File: config.mk
export PLATFORM = sky130hd
export DESIGN_NAME = s_mem_phase_arbiter
export DESIGN_NICKNAME = d
export VERILOG_FILES = /design/src/rtl/s_mem_phase_arbiter.sv
export SDC_FILE = /design/constraint.sdc
export NUM_CORES = 1
export LEC_CHECK = 0
export CAP_MARGIN = 0
export CORE_MARGIN = 2
export CORE_UTILIZATION = 34
export CTS_BUF_LIST = sky130_fd_sc_hd__clkbuf_2
export DETAILED_ROUTE_END_ITERATION = 6
export GPL_TIMING_DRIVEN = 0
export PLACE_DENSITY = 0.86
export SETUP_SLACK_MARGIN = 0.02
export SLEW_MARGIN = 40
export SYNTH_ARGS = -nofsm -noshare
export SYNTH_HDL_FRONTEND = slang
export SYNTH_SLANG_ARGS = --single-unit
File: constraint.sdc
create_clock -name clk -period 3.8 [get_ports clk]
set_input_delay 0.76 -clock clk [delete_from_list [all_inputs] [get_ports clk]]
set_output_delay 0.76 -clock clk [all_outputs]
set_load 0.05 [all_outputs]
File: src/rtl/s_mem_phase_arbiter.sv
// rtl/s_mem_phase_arbiter.sv - RC4 phase sequencer and S-memory port arbiter
//
// Sequences the three RC4 phase engines (S-array init, key-schedule shuffle,
// PRGA decrypt). Each engine gets a one-cycle start pulse and exclusive
// ownership of the single-port S-memory until it pulses its done.
//
// Optional feature macro: SMEM_ARB_WATCHDOG_EN
//   Defined: a per-phase cycle counter sends the sequencer to ERROR when a
//   phase lasts TIMEOUT cycles without its done.
//   Undefined: no counter; error is tied low and ERROR is unreachable.
//
// Ports:
//   clk, reset_n                 clock, asynchronous active-low reset
//   go, abort                    run start/restart level, stop current run
//   start_init/shuf/dec          one-cycle start pulses to the engines
//   done_init/shuf/dec           completion pulses from the engines
//   grant_init/shuf/dec          ownership grants (one-hot or all zero)
//   req_/addr_/wdata_/wren_x     per-engine memory access request
//   mem_addr/mem_data/mem_wren   muxed S-memory port
//   phase, busy, all_done, error status
module s_mem_phase_arbiter #(
    parameter int ADDR_W  = 8,
    parameter int DATA_W  = 8,
    parameter int TIMEOUT = 4096
) (
    input  logic              clk,
    input  logic              reset_n,
    input  logic              go,
    input  logic              abort,
    output logic              start_init,
    output logic              start_shuf,
    output logic              start_dec,
    input  logic              done_init,
    input  logic              done_shuf,
    input  logic              done_dec,
    output logic              grant_init,
    output logic              grant_shuf,
    output logic              grant_dec,
    input  logic              req_init,
    input  logic              req_shuf,
    input  logic              req_dec,
    input  logic [ADDR_W-1:0] addr_init,
    input  logic [ADDR_W-1:0] addr_shuf,
    input  logic [ADDR_W-1:0] addr_dec,
    input  logic [DATA_W-1:0] wdata_init,
    input  logic [DATA_W-1:0] wdata_shuf,
    input  logic [DATA_W-1:0] wdata_dec,
    input  logic              wren_init,
    input  logic              wren_shuf,
    input  logic              wren_dec,
    output logic [ADDR_W-1:0] mem_addr,
    output logic [DATA_W-1:0] mem_data,
    output logic              mem_wren,
    output logic [2:0]        phase,
    output logic              busy,
    output logic              all_done,
    output logic              error
);

    typedef enum logic [2:0] {
        ST_IDLE  = 3'd0,
        ST_INIT  = 3'd1,
        ST_SHUF  = 3'd2,
        ST_DEC   = 3'd3,
        ST_DONE  = 3'd4,
        ST_ERROR = 3'd5
    } state_e;

    state_e     state_q, state_d;
    logic [2:0] start_q, start_d;   // bit 0 init, bit 1 shuf, bit 2 dec
    logic       in_phase;
    logic       wd_expired;

    assign in_phase = (state_q == ST_INIT) || (state_q == ST_SHUF) || (state_q == ST_DEC);

`ifdef SMEM_ARB_WATCHDOG_EN
    localparam int CNT_W = (TIMEOUT > 1) ? $clog2(TIMEOUT) : 1;

    logic [CNT_W-1:0] cnt_q, cnt_d;

    assign wd_expired = in_phase && (cnt_q == CNT_W'(TIMEOUT - 1));

    // Counter restarts on every state change so each phase gets its own budget.
    always_comb begin
        cnt_d = '0;
        if (in_phase && (state_d == state_q)) begin
            cnt_d = cnt_q + 1'b1;
        end
    end

    always_ff @(posedge clk or negedge reset_n) begin
        if (!reset_n) begin
            cnt_q <= '0;
        end else begin
            cnt_q <= cnt_d;
        end
    end
`else
    // No watchdog: expiry never fires; TIMEOUT stays referenced but inert.
    assign wd_expired = 1'b0 & (TIMEOUT != 0);
`endif

    // Next-state: abort beats everything, the owner's done beats the watchdog,
    // and go only matters while no run is in progress.
    always_comb begin
        state_d = state_q;
        if (abort) begin
            state_d = ST_IDLE;
        end else begin
            case (state_q)
                ST_IDLE, ST_DONE, ST_ERROR: begin
                    if (go) state_d = ST_INIT;
                end
                ST_INIT: begin
                    if (done_init)       state_d = ST_SHUF;
                    else if (wd_expired) state_d = ST_ERROR;
                end
                ST_SHUF: begin
                    if (done_shuf)       state_d = ST_DEC;
                    else if (wd_expired) state_d = ST_ERROR;
                end
                ST_DEC: begin
                    if (done_dec)        state_d = ST_DONE;
                    else if (wd_expired) state_d = ST_ERROR;
                end
                default: state_d = ST_IDLE;
            endcase
        end
    end

    // Start pulse is registered alongside the state so it lands in the
    // first cycle of the newly entered phase.
    always_comb begin
        start_d    = 3'b000;
        start_d[0] = (state_d == ST_INIT) && (state_q != ST_INIT);
        start_d[1] = (state_d == ST_SHUF) && (state_q != ST_SHUF);
        start_d[2] = (state_d == ST_DEC)  && (state_q != ST_DEC);
    end

    always_ff @(posedge clk or negedge reset_n) begin
        if (!reset_n) begin
            state_q <= ST_IDLE;
            start_q <= 3'b000;
        end else begin
            state_q <= state_d;
            start_q <= start_d;
        end
    end

    assign start_init = start_q[0];
    assign start_shuf = start_q[1];
    assign start_dec  = start_q[2];

    assign grant_init = (state_q == ST_INIT);
    assign grant_shuf = (state_q == ST_SHUF);
    assign grant_dec  = (state_q == ST_DEC);

    // Mux selects on registered state only, so ownership cannot change mid-cycle.
    always_comb begin
        mem_addr = '0;
        mem_data = '0;
        mem_wren = 1'b0;
        case (state_q)
            ST_INIT: begin
                mem_addr = addr_init;
                mem_data = wdata_init;
                mem_wren = req_init & wren_init;
            end
            ST_SHUF: begin
                mem_addr = addr_shuf;
                mem_data = wdata_shuf;
                mem_wren = req_shuf & wren_shuf;
            end
            ST_DEC: begin
                mem_addr = addr_dec;
                mem_data = wdata_dec;
                mem_wren = req_dec & wren_dec;
            end
            default: begin
                mem_addr = '0;
                mem_data = '0;
                mem_wren = 1'b0;
            end
        endcase
    end

    assign phase    = state_q;
    assign busy     = in_phase;
    assign all_done = (state_q == ST_DONE);
    assign error    = (state_q == ST_ERROR);

endmodule

# --- Word level (Yosys, flattened, before mapping) ---
# Cells that the tools add are included.
word_totals:
  wordCells: 32
  in_bits: 61
  ff_bits: 6
  out_inout_bits: 29
classes:
  eq_ne: 11
  mux: 9
  bitwise: 3
  reduce_logical: 7
ops:
  columns: ["op", "count"]
  rows:
  - ["8-bit case mux with 3 select lines", 2]
  - ["3-bit two-way mux", 5]
  - ["3-bit by 2-bit == test with 1-bit output (second input constant)", 4]
  - ["3-bit case mux with 4 select lines", 1]
  - ["3-bit by 1-bit == test with 1-bit output (second input constant)", 2]
  - ["3-bit == test (second input constant)", 2]
  - ["3-bit by 2-bit inequality test with 1-bit output (second input constant)", 2]
  - ["1-bit bitwise AND", 3]
  - ["1-bit logical AND", 3]
  - ["3-bit zero test", 1]
  - ["3-bit by 1-bit inequality test with 1-bit output (second input constant)", 1]
  - ["1-bit case mux with 3 select lines", 1]
  - ["3-bit OR reduction", 1]
  - ["1-bit logical OR", 2]

# --- Longest topological paths before layout ---
# Gate-level depths: netlist of the first run.
logic_depth:
  depth_word: 6
  depth_mapped: 6
  depth_no_buf: 3

# --- Worst setup path after synthesis of the first run ---
# No wires, ideal clock.
synth_path:
  path_kind: "reg2out"
  startpoint: "register state_q[0] (netlist: phase[0])"
  endpoint: "output mem_wren"
  path_buffers: 2
  path_stages_with_launch: 6
  t_arrival_ns: 2.028
  setup_slack_ns: 1.012
  cell_sequence: "dfrtp_1 > nor2b_2 > buf_6 > buf_8 > nand3_1 > a21oi_1"
synth_between:
  elab_chain_len: 2
  word_cells_on_any_way: 4
synth_rtl:
  columns: ["element", "line_no", "rtl"]
  rows:
  - ["start, declared", "69", "state_e state_q, state_d;"]
  - ["start signal, assigned", "145", "state_q <= state_d;"]
  - ["3-bit by 2-bit == test with 1-bit output / 3-bit by 1-bit == test with 1-bit output (equally long branches)", "163", "case (state_q)"]
  - ["1-bit case mux with 3 select lines (*)", "163", null]
  - ["end, declared", "53", "output logic mem_wren,"]
# Mark *: on every way between the ends. The rest lies on a longest branch, timed or not.

# --- Final worst setup path of the first run ---
layout_path:
  startpoint: "input req_shuf"
  endpoint: "output mem_wren"
layout_between:
  elab_chain_len: 2
layout_rtl:
  columns: ["element", "line_no", "rtl"]
  rows:
  - ["start, declared", "40", "input logic req_shuf,"]
  - ["1-bit bitwise AND", "172", "mem_wren = req_shuf & wren_shuf;"]
  - ["1-bit case mux with 3 select lines", "163", null]
# Every way passes these cells.

==> flow_summary.ini, run 1 <==
[run_status]
outcome = completed

[min_path]
holdPathStages = 2
min_to = phase[1]$_DFF_PN0_
hold_class = reg2reg
worstHoldStart = phase[2]$_DFF_PN0_

[sta]
drv_slew = 0
setup-violations-final = 0
fmax_mhz = 316
worst_pin_slew_ns = 0.518
rsz0062_at_grt = false
slew_headroom = 0.653
skew_ns = 0.00587
fin_crit_ns = 3.16
post-route-period-util = 0.832
setup-tns-final_ns = 0
hold_violations = 0

[route]
wl_per_cell_um = 14.4
drc = 0
drtPass1Iterations = 4
via_per_inst = 4.98
ant_nets = 0
vias = 1131
drt_iter0_drc = 30
drt-total-wl_mm = 3.27

[floorplan]
start_util = 0.358
die_h_um = 57.6
die_w_um = 57.6
ios = 90
row_count = 19
dieArea_um2 = 3320
core_um2 = 2730

[critical_path]
cp-startpoint = req_shuf
ff2ff_path_depth = 3
r2r_end = start_q[1]$_DFF_PN0_
r2r_setup_slack_ns = 2.51
critPathKind = in2out
r2r_start = phase[2]$_DFF_PN0_
cp-end-kind = output port
arrival_ns = 2.40
cp.required_ns = 3.04
worst-path-max-fanout = 1
crit_path_start_kind = input pin

[clocking]
cts_sinks = 6
cts_setup_buffers = 0
cts_made_buffers = 3
cts-htree-levels = 1
cts_tree = done
cts_buffer_depth = 2
cts-resized-gates = 0
clk_pin_slew_ns = 0.07
hold_buffers = 0
cts_root_buffer = clkbuf_2
clock_latency_ns = 0.23

[global_routing]
grt_pass1_vias = 1225
gr-total-overflow = 0
grt_max_degree = 11
antenna_found_initial = 0
grt_use_total = 0.196
grt_pass1_wl_mm = 5.23

[cells_and_area]
fin_nets = 259
syn_to_final_growth_pct = 96.5
drive_gt1_frac = 0.224
post-route-util = 0.703
nFillCells = 234
n_antenna_cell = 0

[power_and_ir_drop]
vdd_drop_max_uv = 254
swShare = 0.457
power_leakage_nw = 0.777
power_frac_clock = 0.090
p_per_area_nw_per_um2 = 268
share_comb_of_total_power = 0.770
p_int_uw = 279
seq_power_share = 0.140
p_sw_uw = 235

[synth]
ys_warn_count = 0
netlist_area_um2 = 978
synthCells = 104
synth_cell_types = 32
synth_fp_nets = 165
avgSynthCellArea_um2 = 9.41
synth_seq_area_share = 0.153
synth-edff-count = 0
synth_async_sr_flop_share = 1.00
ys.flop_type = dfrtp_1
synth_seq_cells = 6

[place]
hpwlAfterDp_mm = 2.77
place.gp.congestion = 0.768
io_buffer_count = 89

[run]
maxCapViolCount = 0
cell usage in the layout (no fill, tap or decap), drive strengths merged, types with 2 or more instances in the layout:
cell type | netlist | layout
nor2b | 3 | 3
nor3b | 2 | 2
clkdlybuf4s50 | 0 | 89
and3b | 2 | 2
nor2 | 26 | 26
dfrtp | 6 | 6
buf | 9 | 9
inv | 2 | 2
mux2 | 16 | 16
a22oi | 16 | 16
clkbuf | 1 | 4
a21oi | 3 | 3
o22a | 2 | 2
o21ai | 2 | 2
nand2 | 2 | 2
nand2b | 2 | 2
worst max path at each step:
stage	endpoint	slack (ns)	cells after the start
final	mem_wren	0.64	5
after global routing	mem_wren	0.53	5
after CTS	mem_wren	0.63	5
after detailed placement	mem_wren	0.63	5
after global placement	mem_wren	0.66	5
after floorplan	mem_wren	1.01	5
per-layer routing:
layer / routed length, um / GRT usage / share of wire
met4: 5 / 0.0465 / 0.0015
met5: 0 / 0 / 0
met1: 1170 / 0.207 / 0.36
met2: 1860 / 0.388 / 0.57
met3: 237 / 0.0424 / 0.072
kinds of logic after synthesis:
logic type      count (synthesis)  synth area share
simple gates                   43             0.221
buf+inv                        12             0.109
flops                           6             0.153
compound gates                 27             0.283
mux                            16             0.234
layout make-up:
class	instances	area, um^2	area share
buffer	10	98.8	0.0514
clock buffer	3	15.0	0.00781
inverter	2	7.51	0.00390
multi-input combinational	86	722	0.375
sequential	6	150	0.0781
tap	31	38.8	0.0202
timing repair buffer	89	891	0.463
synthesized netlist by cell type (2+ instances only):
master / instances / share of area
mux2_4: 13 / 0.20
a21oi_1: 3 / 0.015
buf_2: 3 / 0.015
nor2_1: 26 / 0.10
nand2_1: 2 / 0.0077
a22oi_2: 13 / 0.17
nor2b_1: 2 / 0.013
buf_6: 4 / 0.046
nor3b_1: 2 / 0.015
nand2b_1: 2 / 0.013
inv_1: 2 / 0.0077
a22oi_1: 3 / 0.023
and3b_1: 2 / 0.018
o22a_1: 2 / 0.018
dfrtp_1: 6 / 0.15
mux2_2: 3 / 0.035
through the flow:
stage | hold slack [ns] | worst slack (ns) | cells | power [mW] | instance area [um^2]
3_5_place_dp | 0.694 | 0.625 | 224 | 0.472 | 1910
6_report | 0.724 | 0.639 | 227 | 0.515 | 1920
5_1_grt | 0.755 | 0.531 | 227 | 0.539 | 1920
4_1_cts | 0.708 | 0.627 | 227 | 0.518 | 1920
2_1_floorplan | 0.464 | 1.01 | 104 | 0.326 | 978
3_3_place_gp | 0.681 | 0.657 | 224 | 0.465 | 1910
power groups by stage:
| stage | logic (mW) | clock network (mW) | registers [mW] |
|---|---|---|---|
| 4_1_cts | 0.399 | 0.0459 | 0.0724 |
| 6_report | 0.396 | 0.0461 | 0.0721 |
| 5_1_grt | 0.417 | 0.0491 | 0.0728 |
| 2_1_floorplan | 0.236 | 0 | 0.0904 |
| 3_3_place_gp | 0.392 | 0 | 0.0729 |
| 3_5_place_dp | 0.398 | 0 | 0.0734 |
critical path, stage by stage:
cell and delay [ns]:
clkdlybuf4s50_1 0.45, and3b_1 0.15, o21ai_0 0.07, a21oi_1 0.14, clkdlybuf4s50_1 0.83
registers in the layout, indices dropped and copies added, names as in the netlist:
signal   flops
phase        3
start_q      3
Note: power is estimated with default switching activity, not from simulation.
==> run 2, diff against run 1 <==
CORE_UTILIZATION = 29   (was 34)
PLACE_DENSITY = 0.78   (was 0.86)
clock period = 2.75 ns   (was 3.8 ns; I/O delays follow)
==> flow_summary.ini, run 2 (same netlist as run 1, synthesis figures left out) <==
[floorplan]
die_h_um = 62.1
core_um2 = 3280
row_count = 21
dieArea_um2 = 3850
die_w_um = 62.1
ios = 90
start_util = 0.298

[critical_path]
arrival_ns = 2.14
path_cells = clkdlybuf4s50_1 > mux2_2 > a22oi_1 > nor2_1 > clkdlybuf4s50_1
critPathBufInv = 2
crit_family = buffers and inverters
cp-end-kind = output port
worst-path-max-fanout = 1
cpMaxStageDelayCell = clkdlybuf4s50_1
crit_path_start_kind = input pin
slowest_delay_ns = 0.83
cp.required_ns = 2.20
crit_path_frequent_cell = clkdlybuf4s50_1
critPathKind = in2out

[clocking]
cts_sinks = 6
cts_made_buffers = 3
clk_pin_slew_ns = 0.06
cts-resized-gates = 4
cts_tree = done
cts_buffer_depth = 2
cts_setup_buffers = 0
hold_buffers = 0
clock_latency_ns = 0.21
cts_root_buffer = clkbuf_2
cts-htree-levels = 1

[cells_and_area]
fin_nets = 259
nFillCells = 287
final_cell_mix = clkdlybuf4s50_1 (73), nor2_1 (26), mux2_4 (13), a22oi_2 (13), dlymetal6s2s_1 (13)
final_common_cell = clkdlybuf4s50_1
n_antenna_cell = 0
post-route-util = 0.600
drive_gt1_frac = 0.230
fin_cells = 242
syn_to_final_growth_pct = 102

[run_status]
outcome = completed

[place]
io_buffer_count = 89
hpwlAfterDp_mm = 3.21
place.gp.congestion = 0.897
placedCellCount = 239

[global_routing]
grt_max_degree = 11
grt_use_total = 0.190
antenna_found_initial = 0
grt_pass1_vias = 1167
grt_pass1_wl_mm = 5.42
gr-total-overflow = 0

[sta]
worst_pin_slew_ns = 0.539
post-route-period-util = 0.980
rsz0062_at_grt = false
fin_crit_ns = 2.69
slew_headroom = 0.640
hold_violations = 0
drv_slew = 0
setup-violations-final = 0
skew_ns = 0.00823
fmax_mhz = 371

[route]
drtPass1Iterations = 4
drc = 0
vias = 1199
ant_nets = 0
wl_per_cell_um = 16.9
drt-total-wl_mm = 4.09
drt_iter0_drc = 69
via_per_inst = 4.95

[power_and_ir_drop]
vdd_drop_max_uv = 177
power_leakage_nw = 0.996
p_per_area_nw_per_um2 = 359

[min_path]
hold_class = in2async

[run]
maxCapViolCount = 0
run 2: cell count changes in the layout (fill, tap and decap cells not counted), sizes merged:
| cell | delta |
|---|---|
| dlymetal6s2s | +13 |
| clkdlybuf4s50 | -16 |
| dlygate4sd2 | +3 |
run 2: routing by layer:
layer  vias to the layer above  wire, um  GRT usage
li1                        563         -          -
met3                         4       457     0.0518
met2                        64      2140      0.356
met4                         0        31     0.0456
met1                       568      1460      0.210
met5                         -         0          0
run 2: worst paths after layout:
check | cells past startpoint | slack, ns | start | endpoint
max | 5 | 0.06 | wdata_shuf[7] | mem_data[7]
min | 1 | 0.56 | reset_n | start_q[0]$_DFF_PN0_
max reg2reg | 3 | 1.43 | phase[2]$_DFF_PN0_ | start_q[1]$_DFF_PN0_
min reg2reg | 2 | 0.73 | phase[2]$_DFF_PN0_ | phase[1]$_DFF_PN0_
max in group asynchronous | 1 | 1.98 | reset_n | phase[1]$_DFF_PN0_
min in group clk | 2 | 0.73 | phase[2]$_DFF_PN0_ | phase[1]$_DFF_PN0_
run 2: area by class of cell:
type	count	area (um^2)	area share
multi-input cells	86	722	0.366
well taps	46	57.6	0.0292
repair buffers	89	920	0.466
inverters	2	7.51	0.00381
clock buffers	3	15.0	0.00761
plain buffers	10	100	0.0508
flip-flops and latches	6	150	0.0761
run 2: through the flow:
stage	worst slack [ns]	hold WS (ns)	power, mW	setup TNS, ns	area (um^2)
after floorplan	0.172	0.254	0.451	0	978
after global placement	-0.0121	0.676	0.646	-0.0121	1930
after detailed placement	-0.0219	0.709	0.657	-0.0219	1930
after CTS	0.0239	0.561	0.714	0	1940
after global routing	0.0216	0.561	0.741	0	1970
final	0.0555	0.563	0.709	0	1970
run 2: report_power, final:
part	internal, mW	switching [mW]	leakage [nW]
Combinational	0.256	0.295	0.902
Sequential	0.0952	0.00441	0.0811
Clock	0.0295	0.0285	0.0125
Total	0.381	0.328	0.996
==> patch, RTL diff (settings of run 1) <==
The option `SMEM_ARB_WATCHDOG_EN` is turned on by a define.
--- a/src/rtl/s_mem_phase_arbiter.sv
+++ b/src/rtl/s_mem_phase_arbiter.sv
@@ -18,6 +18,8 @@
 //   req_/addr_/wdata_/wren_x     per-engine memory access request
 //   mem_addr/mem_data/mem_wren   muxed S-memory port
 //   phase, busy, all_done, error status
+`define SMEM_ARB_WATCHDOG_EN
+
 module s_mem_phase_arbiter #(
     parameter int ADDR_W  = 8,
     parameter int DATA_W  = 8,
Formal check against the unedited RTL: no difference found for any inputs over 10 cycles, from zero or initial values and one cycle with reset_n low; that may be too few to reach the edited logic, so the function may still have changed.
==> patch against run 1 <==
Sequential cell count rose by 12. Via count is 48% higher. Setup slack got worse by 350 ps. Final cell count rose by 37%. First-iteration DRC count is 130% higher. Hold slack lost 410 ps. Count of clock-buffer cells in the layout unchanged. Largest power group unchanged. Clock power rose by 97%. Wire length increased by 57%. Highest routed layer unchanged. Synthesized area grew 51%. Power grew 35%. Cell area up 27%.
==> patch: results (changes against run 1) <==
[outcome] result of the run completed
[cells_and_area] clk tree area frac 0.767% [-0.014 points]
[placed_design] Placed Instance Area 2430 um^2 [+27%]
[setup_path] maximum fanout along the worst path 10 [+9]
[cells_and_area] number of flip-flops and latches 18 [+12]
[synth] distinct cell type count after synthesis 44 [+38%]
[setup_path] critical register-to-register path endpoint cnt_q[5]
[cts] clock-pin slew of the registers on the worst-case setup and hold paths 200 ps [+130 ps]
[grt] aggregate global-route resource usage 21.5% [+1.9 points]
[route] WL met2 2670 um [+43%]
[cells_and_area] number of inserted filler cells in the final layout 356 [+52%]
[cells_and_area] total number of nets in the final design 324 [+25%]
[timing] Max Clock Freq 285 MHz [-9.9%]
[setup_path] largest stage delay on the critical path 710 ps [-120 ps]
[route] drt first pass iters 5 [+1]
[timing] Fin Clk Skew 14.5 ps [+8.60 ps]
[min_path] path type of the worst min-delay path in2async
[route] drt via density 5.37 [+7.8%]
[synth] top post-synthesis cells by count 21 x sky130_fd_sc_hd__nor2_1, 18 x sky130_fd_sc_hd__dfrtp_1, 17 x sky130_fd_sc_hd__a22oi_1, 16 x sky130_fd_sc_hd__mux2_2, 11 x sky130_fd_sc_hd__nor3_1
[grt] fraction of met1 tracks used by global routing 27.1% [+6.4 points]
[timing] relative max-transition margin 64.0% [-1.3 points]
[power_and_ir_drop] switching fraction of total power 43.9% [-1.8 points]
[cells_and_area] post-synthesis to final-layout area growth 65.6%
[grt] met3 Use GR 2.16% [-2.1 points]
[grt] largest net degree at the start of global routing 19 [+8]
[cells_and_area] Non-clock buffers, area share 39.2% [-12 points]
[grt] met2 usage 36.3% [-2.5 points]
[route] violation count after the first detailed-routing iteration 68 [+130%]
[placed_design] final estimated routing congestion in global placement 0.903 [+18%]
-- patch: changes by cell type after synthesis, sizes merged, moves of 5 or more --
cell,run 1,this run
dfrtp,6,18
nor2,26,21
nand2,2,8
clkbuf,1,6
nor4,0,7
nor3,1,11
xnor2,0,6
-- patch: logic make-up (layout without fill, tap and decap cells) --
| logic type | after synthesis | in the layout | synth area share, % |
|---|---|---|---|
| xor gates and xnor gates | 10 | 10 | 5.93 |
| and+or+nand+nor | 71 | 71 | 26.0 |
| DFF | 18 | 18 | 30.5 |
| buffers and inverters | 19 | 112 | 6.27 |
| muxes | 16 | 16 | 12.2 |
| adders and majority gates | 1 | 1 | 0.847 |
| AOI/OAI and AO/OA | 33 | 33 | 18.3 |
-- patch: stage by stage --
stage	power, uW	hold slack [ps]	instances
after floorplan	446	464	168
after detailed placement	606	507	307
after CTS	699	543	311
final	695	313	311
after global routing	731	327	311
after global placement	602	501	307
